$ cat src/rtl/dffrsnq_bank_init_seq.sv
// rtl/dffrsnq_bank_init_seq.sv - loads a value into an async set/clear flop bank via non-overlapping clear/set pulses
module dffrsnq_bank_init_seq #(
    parameter int WIDTH     = 8,
    parameter int PULSE_CYC = 2,
    parameter int GAP_CYC   = 1
) (
    input  logic             CLK,
    input  logic             RN,
    input  logic             REQ,
    input  logic [WIDTH-1:0] INIT,
    output logic             BUSY,
    output logic             ACK,
    output logic [WIDTH-1:0] RN_O,
    output logic [WIDTH-1:0] SETN_O
);

    localparam int MAX_CYC = (PULSE_CYC > GAP_CYC) ? PULSE_CYC : GAP_CYC;
    localparam int CW      = $clog2(MAX_CYC + 1);
    localparam logic [CW-1:0] P_LD = CW'(PULSE_CYC - 1);
    localparam logic [CW-1:0] G_LD = CW'(GAP_CYC - 1);

    generate
        if (PULSE_CYC < 1 || GAP_CYC < 1) begin : g_bad_params
            $error("PULSE_CYC and GAP_CYC must both be at least 1");
        end
    endgenerate

    typedef enum logic [2:0] {
        S_IDLE,
        S_CLR,
        S_GAP1,
        S_SET,
        S_GAP2,
        S_DONE
    } state_t;

    state_t            state, state_nx;
    logic [CW-1:0]     cnt, cnt_nx;
    logic [WIDTH-1:0]  init_q, init_nx;
    logic [WIDTH-1:0]  rn_nx, setn_nx;
    logic              busy_nx, ack_nx;
    logic              last;

    always_comb begin
        state_nx = state;
        cnt_nx   = cnt;
        init_nx  = init_q;
        last     = (cnt == '0);
        case (state)
            S_IDLE: begin
                if (REQ) begin
                    state_nx = S_CLR;
                    cnt_nx   = P_LD;
                    init_nx  = INIT;
                end
            end
            S_CLR: begin
                if (last) begin
                    state_nx = S_GAP1;
                    cnt_nx   = G_LD;
                end else begin
                    cnt_nx = cnt - CW'(1);
                end
            end
            S_GAP1: begin
                if (last) begin
                    state_nx = S_SET;
                    cnt_nx   = P_LD;
                end else begin
                    cnt_nx = cnt - CW'(1);
                end
            end
            S_SET: begin
                if (last) begin
                    state_nx = S_GAP2;
                    cnt_nx   = G_LD;
                end else begin
                    cnt_nx = cnt - CW'(1);
                end
            end
            S_GAP2: begin
                if (last) begin
                    state_nx = S_DONE;
                    cnt_nx   = '0;
                end else begin
                    cnt_nx = cnt - CW'(1);
                end
            end
            S_DONE:  state_nx = S_IDLE;
            default: state_nx = S_IDLE;
        endcase

        // Outputs are decoded from the next state so each port is a bare flop.
        rn_nx   = (state_nx == S_CLR) ? init_nx : '1;
        setn_nx = (state_nx == S_SET) ? ~init_nx : '1;
        busy_nx = (state_nx != S_IDLE);
        ack_nx  = (state_nx == S_DONE);
    end

    always_ff @(posedge CLK) begin
        if (!RN) begin
            state  <= S_IDLE;
            cnt    <= '0;
            init_q <= '0;
            RN_O   <= '1;
            SETN_O <= '1;
            BUSY   <= 1'b0;
            ACK    <= 1'b0;
        end else begin
            state  <= state_nx;
            cnt    <= cnt_nx;
            init_q <= init_nx;
            RN_O   <= rn_nx;
            SETN_O <= setn_nx;
            BUSY   <= busy_nx;
            ACK    <= ack_nx;
        end
    end

endmodule

$ cat config.mk
export PLATFORM = sky130hd
export DESIGN_NAME = dffrsnq_bank_init_seq
export DESIGN_NICKNAME = d
export VERILOG_FILES = /design/src/rtl/dffrsnq_bank_init_seq.sv
export SDC_FILE = /design/constraint.sdc
export NUM_CORES = 1
export LEC_CHECK = 0
export BUFFER_PORTS_ARGS = -buffer_cell sky130_fd_sc_hd__buf_2
export CAP_MARGIN = 30
export CORE_MARGIN = 2
export CORE_UTILIZATION = 40
export CTS_CLUSTER_SIZE = 14
export DETAILED_ROUTE_END_ITERATION = 12
export PLACE_DENSITY = 0.59
export SLEW_MARGIN = 30
export SYNTH_ARGS = -nofsm -noshare
export SYNTH_HDL_FRONTEND = slang
export SYNTH_SLANG_ARGS = --single-unit
export TNS_END_PERCENT = 30
$ cat constraint.sdc
create_clock -name CLK -period 2.2 [get_ports CLK]
set_input_delay 0.44 -clock CLK [delete_from_list [all_inputs] [get_ports CLK]]
set_output_delay 0.44 -clock CLK [all_outputs]
set_load 0.02 [all_outputs]
**After elaboration in Yosys (flattened, before gate mapping)**

Cells that the tools add are included.

- Register bits after elaboration: 31
- Latch bits: 0
- Memory bits (writable): 0
- Memory bits (read-only): 0
- Bits of input ports: 11
- Output and inout bits: 18
- Logic and storage cells: 37
- Memories: 0

- $add $sub $neg: 1
- Multiply operators: 0
- Divide/modulo/power cells: 0
- Magnitude comparators: 0
- Equal/unequal tests: 8
- Shifts and indexed selects: 0
- Muxes and demuxes: 12
- Bitwise operators: 1
- Reduce and logical (&&, ||, !) cells: 8

Operators with widths:

| cell | count |
|---|---|
| $mux 8 | 2 |
| $mux 3 | 5 |
| $pmux 3 s5 | 1 |
| $eq 3x2->1 const B | 3 |
| $not 8->8 | 1 |
| $eq 3x1->1 const B | 2 |
| $eq 3x3->1 const B | 2 |
| $mux 2 | 3 |
| $pmux 2 s3 | 1 |
| $reduce_and 2->1 | 3 |
| $reduce_bool 3->1 | 2 |
| $logic_not 3->1 | 1 |
| $reduce_or 3->1 | 1 |
| $logic_not 2->1 | 1 |
| $ne 2x2->1 const B | 1 |
| $sub 2x1->2 const B | 1 |

**Depth between registers and ports, before layout**

Gate-level depths: netlist of run 1.

- Word-level depth: 5
- Gate-level depth with buffers: 5
- Depth with buffers taken out: 3

**Least setup slack after synthesis of run 1**

OpenSTA, ideal clock, no wires.

- Path type: reg2reg
- Start point: reg state[1]
- End point: reg RN_O[0]
- Setup time: 0.133 ns
- Data arrival time: 1.206 ns
- Required time: 2.067 ns
- Slack: 0.861 ns
- Cell stages (with the launch flop): 6
- Path buffers: 2
- Clock period less this slack: 1.339 ns
- Path through: dfxtp_1 buf_4 nor4b_2 buf_4 mux2i_1 nand2_1

- Word-level cells in the longest chain between the ends: 4
- Elaborated cells between the ends (all ways): 14
- Classes of those cells: 5 x eq/ne; 7 x mux; 2 x reduce/logical

Ends and longest elaborated chain:

| element | line | source |
|---|---|---|
| start: declaration | 37 | `state_t state, state_nx;` |
| start signal: assignment | 110 | `state <= state_nx;` |
| $eq 3x3->1 (tied with other cells) | 49 | `case (state)` |
| $pmux 3 s5 | 49 |  |
| $eq 3x1->1 | 94 | `rn_nx = (state_nx == S_CLR) ? init_nx : '1;` |
| $reduce_and 2->1 (no source line) | -- |  |
| end signal: assignment | 113 | `RN_O <= rn_nx;` |
| end: declaration | 13 | `output logic [WIDTH-1:0] RN_O,` |

Parallel ways exist; a longest one is shown, timed or not.
A chain may end at the register's enable or synchronous reset.

**Worst setup path in the final report of run 1**

- Start point: reg state[1]
- End point: reg SETN_O[7]

- Word-level cells in the longest chain between the ends: 4
- Elaborated cells between the ends (all ways): 15
- Classes of those cells: 5 x eq/ne; 7 x mux; 1 x bitwise; 2 x reduce/logical

Ends and longest elaborated chain:

| element | line | source |
|---|---|---|
| $eq 3x3->1 (tied with other cells) | 49 |  |
| $pmux 3 s5 | 49 |  |
| $eq 3x2->1 | 95 | `setn_nx = (state_nx == S_SET) ? ~init_nx : '1;` |
| $reduce_and 2->1 (no source line) | -- |  |
| end signal: assignment | 114 | `SETN_O <= setn_nx;` |
| end: declaration | 14 | `output logic [WIDTH-1:0] SETN_O` |

Parallel ways exist; a longest one is shown, timed or not.

==> results.py, run 1 <==
metrics = {
    "run_status": {
        "status": "finished clean",
    },
    "routing": {
        "firstDrtPassIters": 4,
        "wl_per_cell_um": 12.04,
        "drc_errors": 0,
        "drtIter0Drc": 6,
        "postRouteAntennaNets": 0,
        "routed_wl_um": 1998,
        "vias_per_cell": 4.795,
        "num_vias": 796,
    },
    "place": {
        "port_buffers": 28,
        "dp_hpwl_um": 1431,
        "routabilityCongestion": 0.7877,
        "placed_cell_area_sq_um": 1276,
    },
    "critical_path": {
        "worst_setup_path_end_kind": "flop",
        "path_cells": "nor4b_2 -> buf_4 -> mux2i_1 -> nand2b_1",
        "cp-start-kind": "flop",
        "arrival_ns": 1.75,
        "slowest_stage": "dfxtp_1",
        "path_class": "flop to flop",
        "cp.required_ns": 2.46,
        "max_stage_delay_ns": 0.43,
        "path_max_fanout": 9,
    },
    "layout": {
        "postLayoutCellArea_sq_um": 1326,
        "fillers": 255,
        "mostFrequentLayoutCell": "dfxtp_1",
        "nets": 145,
        "area_delta_synth_final_pct": 19.91,
        "final_layout_size_suffix_gt1_frac": 0.3037,
        "antenna_cells": 0,
        "layout_common_cells": "31 x dfxtp_1, 28 x buf_2, 10 x nor2b_1, 9 x nand2b_1, 9 x nand2_1",
    },
    "floorplanning": {
        "row_count": 19,
        "core_area_sq_um": 2686,
        "die_h_um": 56.59,
        "ios": 29,
        "die-width_um": 56.59,
        "start_util": 0.4117,
        "dieArea_sq_um": 3202,
    },
    "clock_network": {
        "hold_buffers": 0,
        "cts_tree": "done",
        "htreeDepth": 2,
        "clock-sinks": 31,
        "post_cts_buffers": 0,
        "cts_buffers": 5,
        "clkLatencyLatePin_ns": 0.32,
        "post_cts_resize_count": 0,
        "clk_path_buf_depth": 2,
        "root_buffer": "clkbuf_4",
        "clk_pin_slew_worst_paths_ns": 0.09,
    },
    "sta": {
        "finalSetupTns_ns": 0,
        "period_share": 0.6785,
        "period_minus_slack_ns": 1.493,
        "hold_violations": 0,
        "rsz0062_at_grt": "no",
        "finalClockSkew_ns": 0.005183,
        "slew_viol_final": 0,
        "setup_viol": 0,
        "clock.fmax_mhz": 669.9,
        "worst_pin_slew_ns": 0.4608,
        "max-slew-margin-rel": 0.6905,
    },
    "logic_synthesis": {
        "synth.avg_cell_area_sq_um": 10.95,
        "synthesis.nets": 112,
        "synth-seq-area-share": 0.5611,
        "yosys_most_used_dff": "dfxtp_1",
        "synth_area_sq_um": 1106,
        "synth_edf_count": 0,
        "synth_cell_type_count": 29,
        "ys_async_sr_fraction": 0,
        "syn_inst": 101,
        "ys_warn_count": 0,
        "ys_ff_latch": 31,
    },
    "grt": {
        "grt.total_usage": 0.1365,
        "grt_max_degree": 17,
        "antenna_found_initial": 0,
        "gr-total-overflow": 0,
        "grt_first_pass_wirelength_um": 3243,
        "first_global_vias": 789,
    },
    "power_and_ir_drop": {
        "pwr_density_cell_nw_per_um2": 1253,
        "leakage_uw": 0.0005434,
        "vdd_drop_max_uv": 666.6,
    },
    "min_path": {
        "hold_path_class": "input pin to flop",
    },
    "flow_run": {
        "cap_violations": 0,
    },
}
==> cells by family after synthesis <==
logic type,after synthesis,share of synthesized area
AO/OA/AOI/OAI,8,0.06335
AND/OR/NAND/NOR,46,0.2636
XOR/XNOR,1,0.007920
flip-flops,31,0.5611
multiplexers,8,0.07240
buffers and inverters,7,0.03166
==> routing by layer <==
metal / track usage / vias up / share of wire
met2: 0.2143 / 26 / 0.46
met3: 0.06682 / 8 / 0.072
met4: 0.06803 / 0 / 0.026
met5: 0 / - / 0
met1: 0.1528 / 361 / 0.45
li1: - / 401 / -
==> Yosys cell counts (2+ instances only) <==
cell | number | share of area
a31oi_1 | 2 | 0.011
and3_1 | 2 | 0.011
buf_4 | 2 | 0.014
dfxtp_1 | 31 | 0.56
inv_1 | 3 | 0.010
mux2i_1 | 8 | 0.072
nand2_1 | 9 | 0.031
nand2b_1 | 9 | 0.051
nand3_1 | 2 | 0.0091
nor2_1 | 4 | 0.014
nor2b_1 | 10 | 0.057
o21ai_0 | 2 | 0.0091
==> metrics by stage <==
step / power, uW / hold slack [ns] / util / cells / setup slack [ns]
2_1_floorplan: 1229 / 0.4426 / - / 101 / 0.8610
3_3_place_gp: 1364 / 0.4671 / 0.4751 / 158 / 0.5751
3_5_place_dp: 1376 / 0.4780 / 0.4751 / 158 / 0.5186
4_1_cts: 1685 / 0.3590 / 0.4937 / 166 / 0.6867
5_1_grt: 1762 / 0.3789 / 0.4937 / 166 / 0.5679
6_report: 1661 / 0.3775 / 0.4937 / 166 / 0.7072
==> registers in the layout, summed over array words and instances (netlist names) <==
name / count
SETN_O: 8
state: 3
ACK: 1
cnt: 2
BUSY: 1
init_q: 8
RN_O: 8
==> worst paths after layout <==
path	slack (ns)	endpoint	startpoint	cells past startpoint
worst max-delay path	0.71	SETN_O[7]	state[1]	4
worst min-delay path	0.38	RN_O[1]	INIT[1]	3
worst max register to register	0.71	SETN_O[7]	state[1]	4
worst min register to register	0.50	RN_O[1]	init_q[1]	2
==> critical path, delay by kind of cell, from the launching register on <==
family	cells	cell delay, ns
AND/OR/NAND/NOR	2	0.49
multiplexers	1	0.30
flip-flops	1	0.43
buffers and inverters	1	0.21
==> power by group <==
group          internal [uW]  switching [uW]  total (uW)
Sequential               685            92.1         777
Clock                    124             179         304
Combinational            257             324         581
==> layout make-up <==
cell class | count | area [sq um] | share of cell area
Multi-Input combinational cell | 63 | 450.4 | 0.3396
Timing Repair Buffer | 30 | 155.1 | 0.1170
Clock inverter | 1 | 5.005 | 0.003774
Tap cell | 31 | 38.79 | 0.02925
Inverter | 3 | 11.26 | 0.008491
Sequential cell | 31 | 620.6 | 0.4679
Clock buffer | 7 | 45.04 | 0.03396
(Power assumes the default switching activity.)
==> run 2: changes to the inputs <==
- clock period: 2.2 -> 1.4 ns (I/O delays scaled with it)
==> results.py, run 2 (synthesis results as in run 1) <==
metrics = {
    "run_status": {
        "status": "finished clean",
    },
    "layout": {
        "antenna_cells": 0,
        "fin_util": 0.5566,
        "area_delta_synth_final_pct": 35.18,
        "multi_input_area_sq_um": 506.7,
        "nets": 155,
        "regArea_sq_um": 628.1,
        "fillers": 245,
        "reg.largest.list": "RN_O: 8 flops, SETN_O: 8 flops, init_q: 8 flops",
        "final_layout_size_suffix_gt1_frac": 0.4276,
        "layout_common_cells": "29 x dfxtp_1, 28 x buf_2, 10 x nor2b_1, 9 x nand2_1, 9 x buf_4",
        "mostFrequentLayoutCell": "dfxtp_1",
        "postLayoutCellArea_sq_um": 1495,
    },
    "grt": {
        "antenna_found_initial": 0,
        "gr-total-overflow": 0,
        "first_global_vias": 845,
        "grt.total_usage": 0.1621,
        "grt_max_degree": 16,
        "grt_first_pass_wirelength_um": 3822,
    },
    "sta": {
        "period_minus_slack_ns": 1.367,
        "hold_violations": 0,
        "setup_ws_ns": 0.03331,
        "finalClockSkew_ns": 0.01087,
        "worst_pin_slew_ns": 0.3562,
        "setup_viol": 0,
        "rsz0062_at_grt": "yes",
        "clock.fmax_mhz": 731.7,
        "period_share": 0.9762,
        "max-slew-margin-rel": 0.7615,
        "slew_viol_final": 0,
    },
    "floorplanning": {
        "dieArea_sq_um": 3202,
        "die_h_um": 56.59,
        "row_count": 19,
        "die-width_um": 56.59,
        "core_area_sq_um": 2686,
        "start_util": 0.4117,
        "ios": 29,
    },
    "clock_network": {
        "hold_buffers": 0,
        "clk_pin_slew_worst_paths_ns": 0.10,
        "cts_tree": "done",
        "clkLatencyLatePin_ns": 0.33,
        "clock-sinks": 31,
        "htreeDepth": 2,
        "clk_path_buf_depth": 2,
        "cts_buffers": 5,
        "root_buffer": "clkbuf_4",
    },
    "critical_path": {
        "cp.required_ns": 1.68,
        "r2r_cells": 4,
        "rr_endpoint": "SETN_O[1]",
        "path_max_fanout": 5,
        "path_class": "flop to flop",
        "cp-start-kind": "flop",
        "reg2reg_from": "state[1]",
        "arrival_ns": 1.64,
        "timing.reg2reg.setup_slack_ns": 0.03,
        "worst_setup_path_end_kind": "flop",
    },
    "power_and_ir_drop": {
        "leakage_uw": 0.0006139,
        "vdd_drop_max_uv": 1165,
        "pwr_density_cell_nw_per_um2": 1998,
        "total_power_uw": 2987,
    },
    "routing": {
        "drc_errors": 0,
        "firstDrtPassIters": 4,
        "routed_wl_um": 2208,
        "drtIter0Drc": 15,
        "postRouteAntennaNets": 0,
        "vias_per_cell": 4.847,
        "num_vias": 853,
        "wl_per_cell_um": 12.55,
    },
    "place": {
        "routabilityCongestion": 0.8298,
        "port_buffers": 28,
        "dp_hpwl_um": 1458,
        "pre_cts_slack_ns": -0.003117,
        "placed_cell_area_sq_um": 1344,
    },
    "min_path": {
        "hold_path_class": "input pin to flop",
        "whs_path_depth": 3,
        "min-delay-start": "INIT[3]",
        "min_to": "RN_O[3]",
    },
    "flow_run": {
        "cap_violations": 0,
    },
}
## run 2: layout make-up
type                    instances  share of cell area
clock buffers                   8             0.04603
flip-flops and latches         31              0.4201
multi-input cells              63              0.3389
repair buffers                 40              0.1615
inverters                       3            0.007531
well taps                      31             0.02594
## run 2: metrics by stage
stage               hold WS [ns]  instances   TNS [ns]
CTS                       0.1921        176          0
floorplan                 0.4082        101          0
global placement          0.4547        167          0
finish                    0.2036        176          0
global route              0.1966        176    -0.9518
detailed placement        0.4735        167  -0.005555
## run 2: power by group
part / total, uW / switching (uW) / leakage (uW) / internal [uW]
Sequential: 1210 / 113 / 0.000256 / 1090
Combinational: 1200 / 626 / 0.000320 / 577
Clock: 577 / 282 / 0.0000386 / 295
## run 2: per-layer routing
metal,wire length (um),up-vias,global-route usage,part of all wire
li1,-,424,-,-
met1,949,396,0.1892,0.43
met2,1075,27,0.2608,0.49
met3,135,6,0.06452,0.061
met4,48,0,0.07143,0.022
met5,0,-,0,0
## run 2: worst max-delay path, stage by stage, from the launching register on
cell      delay (ns)
dfxtp_4         0.37
nor4b_4         0.32
buf_4           0.22
mux2i_1         0.27
nand2b_1        0.13
## run 2: timing repair
item / CTS / global route
pin swaps: 1 / 0
buffers inserted: 0 / 0
gates cloned: 1 / 0
resized for setup: 6 / 15
endpoints found under the setup margin: 18 / 26
## run 2: worst max path at each step
stage / from / to / slack [ns] / cells past startpoint
2_1_floorplan: state[1] / RN_O[0] / 0.06 / 5
3_3_place_gp: state[0] / SETN_O[4] / 0.04 / 4
3_5_place_dp: state[0] / RN_O[4] / -0.003 / 4
4_1_cts: state[1] / SETN_O[4] / 0.01 / 4
5_1_grt: state[1] / RN_O[5] / -0.06 / 4
6_report: state[1] / SETN_O[1] / 0.03 / 4
==> run 3: changes to the inputs <==
- CELL_PAD_IN_SITES_DETAIL_PLACEMENT: default -> 0
- CELL_PAD_IN_SITES_GLOBAL_PLACEMENT: default -> 1
- CORE_UTILIZATION: 40 -> 38
- CTS_CLUSTER_DIAMETER: default -> 80
- PLACE_DENSITY: 0.59 -> 0.71
==> results.py, run 3 (synthesis results as in run 1) <==
metrics = {
    "clock_network": {
        "clkLatencyLatePin_ns": 0.32,
        "clock-sinks": 31,
        "root_buffer": "clkbuf_4",
        "clk_pin_slew_worst_paths_ns": 0.10,
        "clk_path_buf_depth": 2,
        "htreeDepth": 2,
        "cts_tree": "done",
        "cts_buffers": 5,
        "hold_buffers": 0,
    },
    "critical_path": {
        "cp.required_ns": 1.66,
        "worst_setup_path_end_kind": "flop",
        "cp-start-kind": "flop",
        "path_class": "flop to flop",
        "reg2reg_from": "state[1]",
        "path_max_fanout": 6,
        "timing.reg2reg.setup_slack_ns": 0.05,
        "rr_endpoint": "state[0]",
        "r2r_cells": 4,
        "arrival_ns": 1.61,
    },
    "routing": {
        "firstDrtPassIters": 4,
        "postRouteAntennaNets": 0,
        "num_vias": 839,
        "vias_per_cell": 4.687,
        "routed_wl_um": 2085,
        "wl_per_cell_um": 11.65,
        "drtIter0Drc": 9,
        "drc_errors": 0,
    },
    "floorplanning": {
        "row_count": 19,
        "core_area_sq_um": 2758,
        "dieArea_sq_um": 3358,
        "die_h_um": 57.95,
        "ios": 29,
        "die-width_um": 57.95,
        "start_util": 0.4011,
    },
    "place": {
        "port_buffers": 28,
        "routabilityCongestion": 0.7942,
        "dp_hpwl_um": 1490,
        "placed_cell_area_sq_um": 1359,
    },
    "sta": {
        "slew_viol_final": 0,
        "hold_violations": 0,
        "finalClockSkew_ns": 0.006029,
        "worst_pin_slew_ns": 0.3830,
        "period_share": 0.9619,
        "clock.fmax_mhz": 742.6,
        "setup_viol": 0,
        "max-slew-margin-rel": 0.7441,
        "whs_ns": 0.1966,
        "period_minus_slack_ns": 1.347,
        "rsz0062_at_grt": "no",
    },
    "min_path": {
        "min_to": "RN_O[0]",
        "min-delay-start": "INIT[0]",
        "hold_path_class": "input pin to flop",
        "whs_path_depth": 3,
    },
    "grt": {
        "grt_max_degree": 16,
        "grt_first_pass_wirelength_um": 3553,
        "gr-total-overflow": 0,
        "first_global_vias": 815,
        "grt.total_usage": 0.1471,
        "antenna_found_initial": 0,
    },
    "layout": {
        "antenna_cells": 0,
        "reg.largest.list": "RN_O: 8 flops, SETN_O: 8 flops, init_q: 8 flops",
        "final_layout_size_suffix_gt1_frac": 0.4189,
        "postLayoutCellArea_sq_um": 1493,
        "area_delta_synth_final_pct": 34.95,
        "layout_common_cells": "30 x dfxtp_1, 28 x buf_2, 14 x buf_4, 10 x nor2b_1",
        "mostFrequentLayoutCell": "dfxtp_1",
        "nets": 158,
        "fillers": 267,
    },
    "run_status": {
        "status": "finished clean",
    },
    "power_and_ir_drop": {
        "pwr_density_cell_nw_per_um2": 2055,
        "leakage_uw": 0.0006312,
        "vdd_drop_max_uv": 1278,
    },
    "flow_run": {
        "cap_violations": 0,
    },
}
## run 3: changes by cell type in the layout (fill, tap and decap cells not counted), moves of 2 or more
cell,delta
buf_4,+5
buf_6,-2
dfxtp_4,-2
mux2i_4,-2
## run 3: worst max path at each step
stage | startpoint | end | slack [ns] | cells past startpoint
after global routing | state[2] | state[0] | 0.001 | 4
after global placement | state[2] | RN_O[4] | 0.02 | 3
after detailed placement | state[2] | RN_O[5] | -0.02 | 3
final | state[1] | state[0] | 0.05 | 4
after floorplan | state[1] | RN_O[0] | 0.06 | 5
after CTS | state[0] | SETN_O[3] | 0.001 | 4
## run 3: power breakdown
group / internal [uW] / switching, uW / leakage [uW]
registers: 1080 / 95.8 / 0.000255
clock network: 422 / 300 / 0.0000482
logic: 568 / 603 / 0.000328
total: 2070 / 998 / 0.000631
## run 3: per-stage QoR
stage / worst slack [ns] / util / std cells / setup TNS (ns) / power [uW]
3_3_place_gp: 0.01727 / 0.4927 / 169 / 0 / 2247
3_5_place_dp: -0.02371 / 0.4927 / 169 / -0.1008 / 2261
4_1_cts: 0.001044 / 0.5295 / 179 / 0 / 3010
5_1_grt: 0.001155 / 0.5413 / 179 / 0 / 3266
6_report: 0.05332 / 0.5413 / 179 / 0 / 3068
2_1_floorplan: 0.06098 / - / 101 / 0 / 1931
## run 3: repair_timing
action                     CTS  global route
gates resized for setup      0             8
setup endpoints to repair    8            25
hold endpoints to repair     0             0
pin swaps                    1             0
buffers inserted             2             0
## run 3: critical path, cell delays in order (launching register included)
cell	delay, ns
dfxtp_1	0.41
buf_4	0.18
inv_1	0.08
or4_1	0.52
nand4b_1	0.10
## run 3: area by class of cell
cell class | count | area, sq um | area share
Clock buffer | 6 | 51.30 | 0.03437
Clock inverter | 2 | 35.03 | 0.02347
Inverter | 3 | 11.26 | 0.007544
Timing Repair Buffer | 43 | 256.5 | 0.1718
Tap cell | 31 | 38.79 | 0.02598
Multi-Input combinational cell | 63 | 478.0 | 0.3202
Sequential cell | 31 | 621.8 | 0.4166
## run 3: per-layer routing
| layer | GRT usage | vias up | share of wire |
|---|---|---|---|
| met1 | 0.1667 | 381 | 0.45 |
| met4 | 0.06977 | 0 | 0.018 |
| li1 | - | 429 | - |
| met2 | 0.2338 | 24 | 0.47 |
| met5 | 0 | - | 0 |
| met3 | 0.06920 | 5 | 0.060 |
